## src/rtl/pipeline_hazard_ctrl.sv

```systemverilog
// pipeline_hazard_ctrl
// Stall/flush sequencer for the 5-stage RV32 pipeline. Generates the hold,
// flush and bubble controls for the pipeline registers and the PC write
// enable from load-use, taken-branch, I-cache and D-cache wait conditions.
// Control outputs are combinational from the registered state plus inputs.
//
// Build option: define HAZARD_PERF_CNT_EN to implement the STALL_COUNT and
// FLUSH_COUNT performance counters; otherwise both ports read 32'd0.

module pipeline_hazard_ctrl #(
    parameter int FLUSH_CYCLES = 2,
    parameter int REG_AW       = 5
) (
    input  logic              CLK,
    input  logic              RESET,
    input  logic              IMEM_BUSY_WAIT,
    input  logic              DMEM_BUSY_WAIT,
    input  logic [REG_AW-1:0] ID_RS1,
    input  logic [REG_AW-1:0] ID_RS2,
    input  logic [REG_AW-1:0] EX_RD,
    input  logic              EX_MEM_READ,
    input  logic              BRANCH_TAKEN,
    output logic              PC_WRITE_EN,
    output logic              PC_SEL_TARGET,
    output logic              IF_ID_HOLD,
    output logic              IF_ID_FLUSH,
    output logic              ID_EX_BUBBLE,
    output logic              EX_MEM_HOLD,
    output logic              MEM_WB_HOLD,
    output logic [31:0]       STALL_COUNT,
    output logic [31:0]       FLUSH_COUNT
);

    typedef enum logic [1:0] {
        ST_RUN   = 2'd0,
        ST_FLUSH = 2'd1,
        ST_DWAIT = 2'd2
    } state_t;

    // FLUSH_CYCLES is limited to 1..7, so three bits hold any reload value.
    localparam logic [2:0] FCNT_LOAD = 3'(FLUSH_CYCLES - 1);

    state_t      state_r;
    state_t      state_nxt_s;
    state_t      saved_r;       // state to resume once the D-cache wait ends
    state_t      saved_nxt_s;
    state_t      eff_s;         // state whose rules apply this cycle
    logic [2:0]  fcnt_r;
    logic [2:0]  fcnt_nxt_s;
    logic        lu_s;

    logic        pc_write_en_s;
    logic        pc_sel_target_s;
    logic        if_id_hold_s;
    logic        if_id_flush_s;
    logic        id_ex_bubble_s;
    logic        ex_mem_hold_s;
    logic        mem_wb_hold_s;

    // Load-use detect: a load in EX writes a register the ID instruction reads.
    always_comb begin
        lu_s = EX_MEM_READ
            && (EX_RD != {REG_AW{1'b0}})
            && ((EX_RD == ID_RS1) || (EX_RD == ID_RS2));
    end

    // Leaving DWAIT resumes the saved state, evaluated in the same cycle.
    always_comb begin
        if (state_r == ST_DWAIT) begin
            eff_s = saved_r;
        end else begin
            eff_s = state_r;
        end
    end

    // Next-state, flush counter and control outputs in priority order.
    always_comb begin
        pc_write_en_s   = 1'b0;
        pc_sel_target_s = 1'b0;
        if_id_hold_s    = 1'b0;
        if_id_flush_s   = 1'b0;
        id_ex_bubble_s  = 1'b0;
        ex_mem_hold_s   = 1'b0;
        mem_wb_hold_s   = 1'b0;
        state_nxt_s     = state_r;
        saved_nxt_s     = saved_r;
        fcnt_nxt_s      = fcnt_r;

        if (RESET) begin
            if_id_flush_s  = 1'b1;
            id_ex_bubble_s = 1'b1;
            state_nxt_s    = ST_RUN;
            saved_nxt_s    = ST_RUN;
            fcnt_nxt_s     = 3'd0;
        end else if (DMEM_BUSY_WAIT) begin
            // Freeze everything; EX re-presents any branch once memory is ready.
            if_id_hold_s  = 1'b1;
            ex_mem_hold_s = 1'b1;
            mem_wb_hold_s = 1'b1;
            state_nxt_s   = ST_DWAIT;
            saved_nxt_s   = eff_s;
        end else if (BRANCH_TAKEN) begin
            // Squash the younger instructions; any load-use in ID dies with them.
            pc_sel_target_s = 1'b1;
            pc_write_en_s   = 1'b1;
            if_id_flush_s   = 1'b1;
            id_ex_bubble_s  = 1'b1;
            saved_nxt_s     = ST_RUN;
            if (FLUSH_CYCLES > 1) begin
                state_nxt_s = ST_FLUSH;
                fcnt_nxt_s  = FCNT_LOAD;
            end else begin
                state_nxt_s = ST_RUN;
                fcnt_nxt_s  = 3'd0;
            end
        end else begin
            case (eff_s)
                ST_FLUSH: begin
                    // ID holds a NOP here, so load-use is not checked.
                    if_id_flush_s = 1'b1;
                    pc_write_en_s = 1'b1;
                    if (fcnt_r <= 3'd1) begin
                        state_nxt_s = ST_RUN;
                        fcnt_nxt_s  = 3'd0;
                    end else begin
                        state_nxt_s = ST_FLUSH;
                        fcnt_nxt_s  = fcnt_r - 3'd1;
                    end
                end
                default: begin
                    state_nxt_s = ST_RUN;
                    if (lu_s) begin
                        // One bubble suffices: next cycle the bubble sits in EX.
                        if_id_hold_s   = 1'b1;
                        id_ex_bubble_s = 1'b1;
                    end else if (IMEM_BUSY_WAIT) begin
                        // Fetch stalls; later stages keep draining.
                        if_id_flush_s = 1'b1;
                    end else begin
                        pc_write_en_s = 1'b1;
                    end
                end
            endcase
        end
    end

    // State, saved state and flush counter registers.
    always_ff @(posedge CLK) begin
        if (RESET) begin
            state_r <= ST_RUN;
            saved_r <= ST_RUN;
            fcnt_r  <= 3'd0;
        end else begin
            state_r <= state_nxt_s;
            saved_r <= saved_nxt_s;
            fcnt_r  <= fcnt_nxt_s;
        end
    end

    assign PC_WRITE_EN   = pc_write_en_s;
    assign PC_SEL_TARGET = pc_sel_target_s;
    assign IF_ID_HOLD    = if_id_hold_s;
    assign IF_ID_FLUSH   = if_id_flush_s;
    assign ID_EX_BUBBLE  = id_ex_bubble_s;
    assign EX_MEM_HOLD   = ex_mem_hold_s;
    assign MEM_WB_HOLD   = mem_wb_hold_s;

`ifdef HAZARD_PERF_CNT_EN
    logic [31:0] stall_cnt_r;
    logic [31:0] flush_cnt_r;
    logic        flush_evt_s;

    // A branch is acted on only when the D-cache is not holding the pipe.
    always_comb begin
        flush_evt_s = BRANCH_TAKEN && !DMEM_BUSY_WAIT;
    end

    // Performance counters; both wrap naturally at 2^32.
    always_ff @(posedge CLK) begin
        if (RESET) begin
            stall_cnt_r <= 32'd0;
            flush_cnt_r <= 32'd0;
        end else begin
            if (!pc_write_en_s) begin
                stall_cnt_r <= stall_cnt_r + 32'd1;
            end else begin
                stall_cnt_r <= stall_cnt_r;
            end
            if (flush_evt_s) begin
                flush_cnt_r <= flush_cnt_r + 32'd1;
            end else begin
                flush_cnt_r <= flush_cnt_r;
            end
        end
    end

    assign STALL_COUNT = stall_cnt_r;
    assign FLUSH_COUNT = flush_cnt_r;
`else
    assign STALL_COUNT = 32'd0;
    assign FLUSH_COUNT = 32'd0;
`endif

endmodule

```

## config.mk

```make
export PLATFORM = sky130hd
export DESIGN_NAME = pipeline_hazard_ctrl
export DESIGN_NICKNAME = d
export VERILOG_FILES = /design/src/rtl/pipeline_hazard_ctrl.sv
export SDC_FILE = /design/constraint.sdc
export NUM_CORES = 1
export LEC_CHECK = 0
export ABC_AREA = 1
export CAP_MARGIN = 20
export CELL_PAD_IN_SITES_DETAIL_PLACEMENT = 0
export CELL_PAD_IN_SITES_GLOBAL_PLACEMENT = 1
export CORE_ASPECT_RATIO = 1.25
export CORE_UTILIZATION = 22
export DETAILED_ROUTE_END_ITERATION = 8
export PLACE_DENSITY = 0.84
export SETUP_SLACK_MARGIN = 0.2
export SYNTH_ARGS = -nofsm -noshare
export SYNTH_HDL_FRONTEND = slang
export SYNTH_SLANG_ARGS = --single-unit
```

## constraint.sdc

```tcl
create_clock -name CLK -period 2.2 [get_ports CLK]
set_clock_uncertainty 0.1 [all_clocks]
set_input_delay 0.33 -clock CLK [delete_from_list [all_inputs] [get_ports CLK]]
set_output_delay 0.33 -clock CLK [all_outputs]
set_load 0.02 [all_outputs]
```

==> flow_metrics.py, run 1 <==
metrics = {
    "detailed_routing": {
        "drt_wl_total_mm": 1.92,
        "num_vias": 900,
        "dr.first_iter.drc_count": 16,
        "viasPerCell": 3.31,
        "drtAntennaViolNets": 0,
        "drc": 0,
        "wl_per_cell_um": 7.06,
        "dr.pass1.iters": 4,
    },
    "critical_path": {
        "timing.rr.end": "fcnt_r[2]$_SDFFE_PP0P_",
        "crit_path_start_kind": "input port",
        "critPathMaxFanout": 5,
        "cp.arrival_ns": 1.47,
        "cpPeakStageDelay_ns": 0.48,
        "cp_top_family": "buffers and inverters",
        "critPathRequiredTime_ns": 1.77,
        "cp-end-kind": "output pin",
        "cp_slowest_cell": "clkdlybuf4s50_1",
        "cp_cell_sequence": "clkdlybuf4s50_1 -> inv_1 -> nor2_2 -> dlygate4sd2_1",
        "r2r_slack_ns": 0.95,
        "rr_worst_depth": 9,
        "r2r_start": "saved_r[1]$_SDFFE_PP0P_",
        "crit_type": "input port to output pin",
        "worst-path-buf-inv": 3,
    },
    "floorplanning": {
        "design.portCount": 92,
        "core-area_um2": 4800,
        "start_util": 0.231,
        "placementRows": 28,
        "die_y_um": 81.4,
        "die_x_um": 65.5,
        "dieArea_um2": 5330,
    },
    "sta": {
        "fin_crit_sh": 0.862,
        "finalHoldWorstSlack_ns": 0.390,
        "fin_ws_ns": 0.305,
        "setup_tns_ns": 0,
        "hold_violations": 0,
        "setup_viol": 0,
        "finalMaxSlewViolations": 0,
        "rsz0062_at_grt": "false",
        "post-route-min-period_ns": 1.90,
        "fmax_ghz": 0.528,
    },
    "power_and_ir_drop": {
        "power.leakage_nw": 0.796,
        "irDropWorstVdd_mv": 0.118,
        "p_per_area_nw_per_um2": 447,
    },
    "hold_path": {
        "whs_path_depth": 2,
        "min_path_type": "register to register",
        "min_to": "saved_r[1]$_SDFFE_PP0P_",
        "hp-start": "state_r[1]$_SDFF_PP0_",
    },
    "layout": {
        "final.fill_count": 559,
        "ff_latch_area_um2": 140,
        "antennaDiodeCount": 0,
        "multi_input_area_um2": 636,
        "num-nets-final": 236,
        "areaGrowthSynthToFinish_pct": 17.6,
        "drive_gt1_frac": 0.165,
    },
    "flow_run": {
        "drv_cap": 0,
    },
    "synth": {
        "yosysSeqAreaShare": 0.126,
        "ys_types": 24,
        "avgSynthCellArea_um2": 6.48,
        "yosys_register_bits": 7,
        "yosysWarnings": 0,
        "synth_cells": 171,
        "synth_top_cell_area_share": 0.440,
        "synth_top_area_cell": "buf_4",
        "syn-cell-area_um2": 1110,
        "synth_area_leaders": "buf_4, dfxtp_1, nand2_1",
    },
    "grt": {
        "antenna_found_initial": 0,
        "grt_overflow": 0,
        "grt_pass1_vias": 761,
        "grt_max_degree": 7,
        "grt_pass1_wl_mm": 2.91,
        "grt_usage": 0.0725,
    },
    "placed_design": {
        "detailed_place_hpwl_mm": 1.73,
        "io_buffers": 27,
        "place_ws_ns": -0.457,
        "place_congestion": 0.784,
    },
    "outcome": {
        "status": "finished clean",
    },
    "clock_network": {
        "clk_latency_ns": 0.23,
        "path_clk_slew_ns": 0.04,
        "clock_path_buffers": 2,
        "cts_sinks": 7,
        "htreeDepth": 1,
        "cts_made_buffers": 3,
        "cts_hold_repair.buffers": 0,
        "cts_tree": "yes",
        "ctsRootBufferMaster": "clkbuf_8",
    },
}
state kept, by name, summed over array words and instances (netlist names):
signal	count
state_r	2
fcnt_r	3
saved_r	2
cells by family (layout without fill, tap and decap cells):
kind of cell,count (synthesis),count (layout),synth area share
adder cells (fa/ha/maj),2,2,0.0226
flip-flops,7,7,0.126
AND/OR/NAND/NOR,58,58,0.228
buffers and inverters,88,66,0.518
AO/OA/AOI/OAI,13,13,0.0858
other,1,64,0.00338
XOR/XNOR,2,2,0.0158
per-stage QoR:
step | util | total power [W] | area [µm²] | instances
4_1_cts | 0.274 | 0.000593 | 1310 | 272
3_5_place_dp | 0.268 | 0.000415 | 1280 | 267
5_1_grt | 0.272 | 0.000627 | 1300 | 272
6_report | 0.272 | 0.000583 | 1300 | 272
3_3_place_gp | 0.268 | 0.000416 | 1280 | 267
2_1_floorplan | - | 0.000413 | 1350 | 234
cell usage after synthesis (all sizes together):
master  number
nand2       37
a21o         1
a21oi        3
inv         23
xnor2        2
nand3        7
a32o         1
o31ai        1
nand4        1
nor2        12
o21ai        3
conb         1
nand3b       1
a22oi        2
buf         65
o21bai       1
dfxtp        7
ha           2
a31oi        1
cells in the final DEF (no fill, tap or decap):
| cell type | synthesis | layout |
|---|---|---|
| dlymetal6s2s_1 | 0 | 1 |
| inv_2 | 3 | 3 |
| a21o_1 | 1 | 1 |
| ha_1 | 2 | 2 |
| clkbuf_1 | 0 | 1 |
| a21oi_2 | 2 | 2 |
| nand3_1 | 6 | 6 |
| nand2_1 | 31 | 31 |
| o21ai_0 | 2 | 2 |
| o31ai_1 | 1 | 1 |
| nand3_2 | 1 | 1 |
| dfxtp_1 | 7 | 7 |
| buf_4 | 65 | 13 |
| nor2_2 | 0 | 2 |
| inv_1 | 20 | 20 |
| nand4_1 | 1 | 1 |
| nand2_2 | 6 | 6 |
| a31oi_1 | 1 | 1 |
| nor2_1 | 12 | 10 |
| clkdlybuf4s15_1 | 0 | 1 |
| buf_2 | 0 | 3 |
| a21oi_1 | 1 | 1 |
| clkbuf_2 | 0 | 1 |
| clkbuf_8 | 0 | 3 |
| conb_1 | 1 | 64 |
| clkdlybuf4s50_1 | 0 | 5 |
| o21bai_1 | 1 | 1 |
| dlygate4sd2_1 | 0 | 15 |
| a22oi_1 | 2 | 2 |
| a32o_1 | 1 | 1 |
| xnor2_1 | 2 | 2 |
| o21ai_2 | 1 | 1 |
| nand3b_1 | 1 | 1 |
routing by layer:
| metal | share of wire | vias to the layer above | global-route usage |
|---|---|---|---|
| li1 | - | 473 | - |
| met1 | 0.37 | 369 | 0.0678 |
| met2 | 0.53 | 55 | 0.144 |
| met3 | 0.095 | 3 | 0.0225 |
| met4 | 0.0083 | 0 | 0.0261 |
| met5 | 0 | - | 0 |
where the power goes:
part	switching (W)	internal (W)	total, W
registers	0.00000608	0.000137	0.000143
logic	0.000179	0.0000782	0.000257
clock network	0.0000576	0.000125	0.000183
total	0.000243	0.000340	0.000583
how the worst max path moves through the flow:
stage	to	depth (start not counted)	from
final	MEM_WB_HOLD	4	DMEM_BUSY_WAIT
after global routing	ID_EX_BUBBLE	11	EX_RD[1]
after CTS	IF_ID_HOLD	7	ID_RS1[2]
after detailed placement	IF_ID_HOLD	10	EX_RD[4]
after global placement	IF_ID_HOLD	10	EX_RD[4]
after floorplan	MEM_WB_HOLD	3	DMEM_BUSY_WAIT
final cells by class:
type                            count  share of cell area
Clock buffer                        4              0.0345
Inverter                           23              0.0662
Multi-Input combinational cell    139               0.488
Sequential cell                     7               0.107
Tap cell                           60              0.0576
Timing Repair Buffer               39               0.247
timing repair:
action	CTS	global route
setup buffers	1	0
resized for setup	33	7
endpoints found under the setup margin	7	6
pin swaps	7	3
worst register-to-register path, cell delays in order, from the launching register on:
cell and delay (ns):
dfxtp_1 0.31, o21ai_2 0.16, nand2_2 0.10, nand2_2 0.09
nand2_2 0.06, nand2_2 0.09, buf_4 0.12, nand2_1 0.04
nand2_1 0.05, inv_1 0.03
Note: power is estimated with default switching activity, not from simulation.
==> inputs of run 2 (changes only) <==
Settings changed: CAP_MARGIN 20 to 10.
==> results of run 2 <==
The final DEF is identical to that of run 1; final timing and power are the same.
==> inputs of run 3 (changes only) <==
Settings changed: CELL_PAD_IN_SITES_DETAIL_PLACEMENT 0 to default, CELL_PAD_IN_SITES_GLOBAL_PLACEMENT 1 to default, CORE_UTILIZATION 22 to 35, GPL_TIMING_DRIVEN from default to 0, REMOVE_ABC_BUFFERS from default to 1.
==> flow_metrics.py, run 3 (synthesis gave the netlist of run 1 again) <==
metrics = {
    "outcome": {
        "status": "finished clean",
    },
    "detailed_routing": {
        "dr.first_iter.drc_count": 8,
        "wl_per_cell_um": 7.79,
        "num_vias": 896,
        "viasPerCell": 3.75,
        "dr.pass1.iters": 4,
        "drtAntennaViolNets": 0,
        "drc": 0,
        "drt_wl_total_mm": 1.86,
    },
    "grt": {
        "gr-max-usage-layer": "met2",
        "grt_pass1_vias": 632,
        "grt_overflow": 0,
        "grt_util_met1": 0.114,
        "grt_usage": 0.100,
        "antenna_found_initial": 0,
        "use_met3": 0.0164,
        "grt_pass1_wl_mm": 2.57,
        "grt_max_degree": 8,
        "gr-usage-met2": 0.184,
    },
    "floorplanning": {
        "design.portCount": 92,
        "core-area_um2": 2970,
        "dieArea_um2": 3400,
        "start_util": 0.373,
        "die_x_um": 52.3,
        "die_y_um": 64.9,
        "placementRows": 22,
    },
    "critical_path": {
        "r2r_slack_ns": 0.88,
        "timing.rr.end": "fcnt_r[0]$_SDFFE_PP0P_",
        "cp.arrival_ns": 1.49,
        "rr_worst_depth": 6,
        "cp-startpoint": "BRANCH_TAKEN",
        "critPathCapture": "IF_ID_FLUSH",
        "critPathMaxFanout": 6,
        "crit_type": "input port to output pin",
        "r2r_start": "fcnt_r[1]$_SDFFE_PP0P_",
        "critPathRequiredTime_ns": 1.77,
        "cp-end-kind": "output pin",
        "crit_path_start_kind": "input port",
    },
    "layout": {
        "areaGrowthSynthToFinish_pct": 8.35,
        "ff_latch_area_um2": 140,
        "final_cell_mix": "conb_1, nand2_1, inv_1",
        "largest_register_ffs": 3,
        "fin_area_um2": 1200,
        "top_regs": "fcnt_r x3, saved_r x2, state_r x2",
        "antennaDiodeCount": 0,
        "layout_commonest_cell": "conb_1",
        "drive_gt1_frac": 0.153,
        "instances_no_fill": 239,
        "num-nets-final": 227,
        "multi_input_area_um2": 643,
        "top_register": "fcnt_r",
        "final.fill_count": 325,
    },
    "clock_network": {
        "cts_made_buffers": 3,
        "ctsRootBufferMaster": "clkbuf_4",
        "clock_path_buffers": 2,
        "cts_hold_repair.buffers": 0,
        "cts_sinks": 7,
        "path_clk_slew_ns": 0.05,
        "clk_latency_ns": 0.25,
        "cts_tree": "yes",
        "htreeDepth": 1,
    },
    "placed_design": {
        "io_buffers": 27,
        "place_congestion": 0.782,
        "detailed_place_hpwl_mm": 1.58,
        "placed_area_um2": 1170,
        "place_ws_ns": -0.391,
        "dp_cells": 232,
    },
    "sta": {
        "finalMaxSlewViolations": 0,
        "fin_crit_sh": 0.872,
        "setup_viol": 0,
        "rsz0062_at_grt": "false",
        "fmax_ghz": 0.521,
        "fin_ws_ns": 0.281,
        "hold_violations": 0,
        "post-route-min-period_ns": 1.92,
        "setup_tns_ns": 0,
    },
    "flow_run": {
        "drv_cap": 0,
    },
    "power_and_ir_drop": {
        "irDropWorstVdd_mv": 0.251,
        "p_per_area_nw_per_um2": 425,
        "power.leakage_nw": 0.751,
        "p_total_w": 0.000511,
    },
    "hold_path": {
        "min_path_type": "register to register",
    },
}
## run 3: timing repair
action | in CTS | in global routing
setup endpoints to repair | 7 | 6
pin swaps | 9 | 8
setup buffers | 2 | 1
resized for setup | 36 | 16
## run 3: layer usage
layer,wire [µm],up-vias
met5,0,-
met4,18,0
met3,174,3
met2,1020,61
met1,652,375
li1,-,457
## run 3: area by class of cell
| class | count | area share |
|---|---|---|
| flip-flops and latches | 7 | 0.117 |
| clock buffers | 4 | 0.0219 |
| multi-input cells | 139 | 0.535 |
| inverters | 23 | 0.0719 |
| well taps | 36 | 0.0375 |
| repair buffers | 30 | 0.217 |
## run 3: report_power, final
part / switching [W] / total, W / internal, W
Combinational: 0.000182 / 0.000251 / 0.0000689
Sequential: 0.00000615 / 0.000142 / 0.000136
Clock: 0.0000487 / 0.000118 / 0.0000693
## run 3: through the flow
stage	hold slack, ns	util
2_1_floorplan	0.302	-
3_3_place_gp	0.381	0.394
3_5_place_dp	0.386	0.394
4_1_cts	0.396	0.401
5_1_grt	0.416	0.404
6_report	0.394	0.404
## run 3: worst min path at each step
stage                               start                      end  slack [ns]  depth (start not counted)
floorplan                           RESET    state_r[1]$_SDFF_PP0_        0.30                          1
global placement    state_r[1]$_SDFF_PP0_  saved_r[1]$_SDFFE_PP0P_        0.38                          2
detailed placement  state_r[1]$_SDFF_PP0_  saved_r[1]$_SDFFE_PP0P_        0.39                          2
CTS                 state_r[1]$_SDFF_PP0_  saved_r[1]$_SDFFE_PP0P_        0.40                          2
global route        state_r[1]$_SDFF_PP0_  saved_r[1]$_SDFFE_PP0P_        0.42                          2
finish              state_r[1]$_SDFF_PP0_  saved_r[1]$_SDFFE_PP0P_        0.39                          2
## run 3: worst max-delay path: stages
cell             delay (ns)
clkdlybuf4s50_1        0.52
inv_2                  0.09
nand2_2                0.10
nand2_2                0.09
nand2_4                0.10
inv_1                  0.04
nand2_1                0.06
buf_2                  0.16
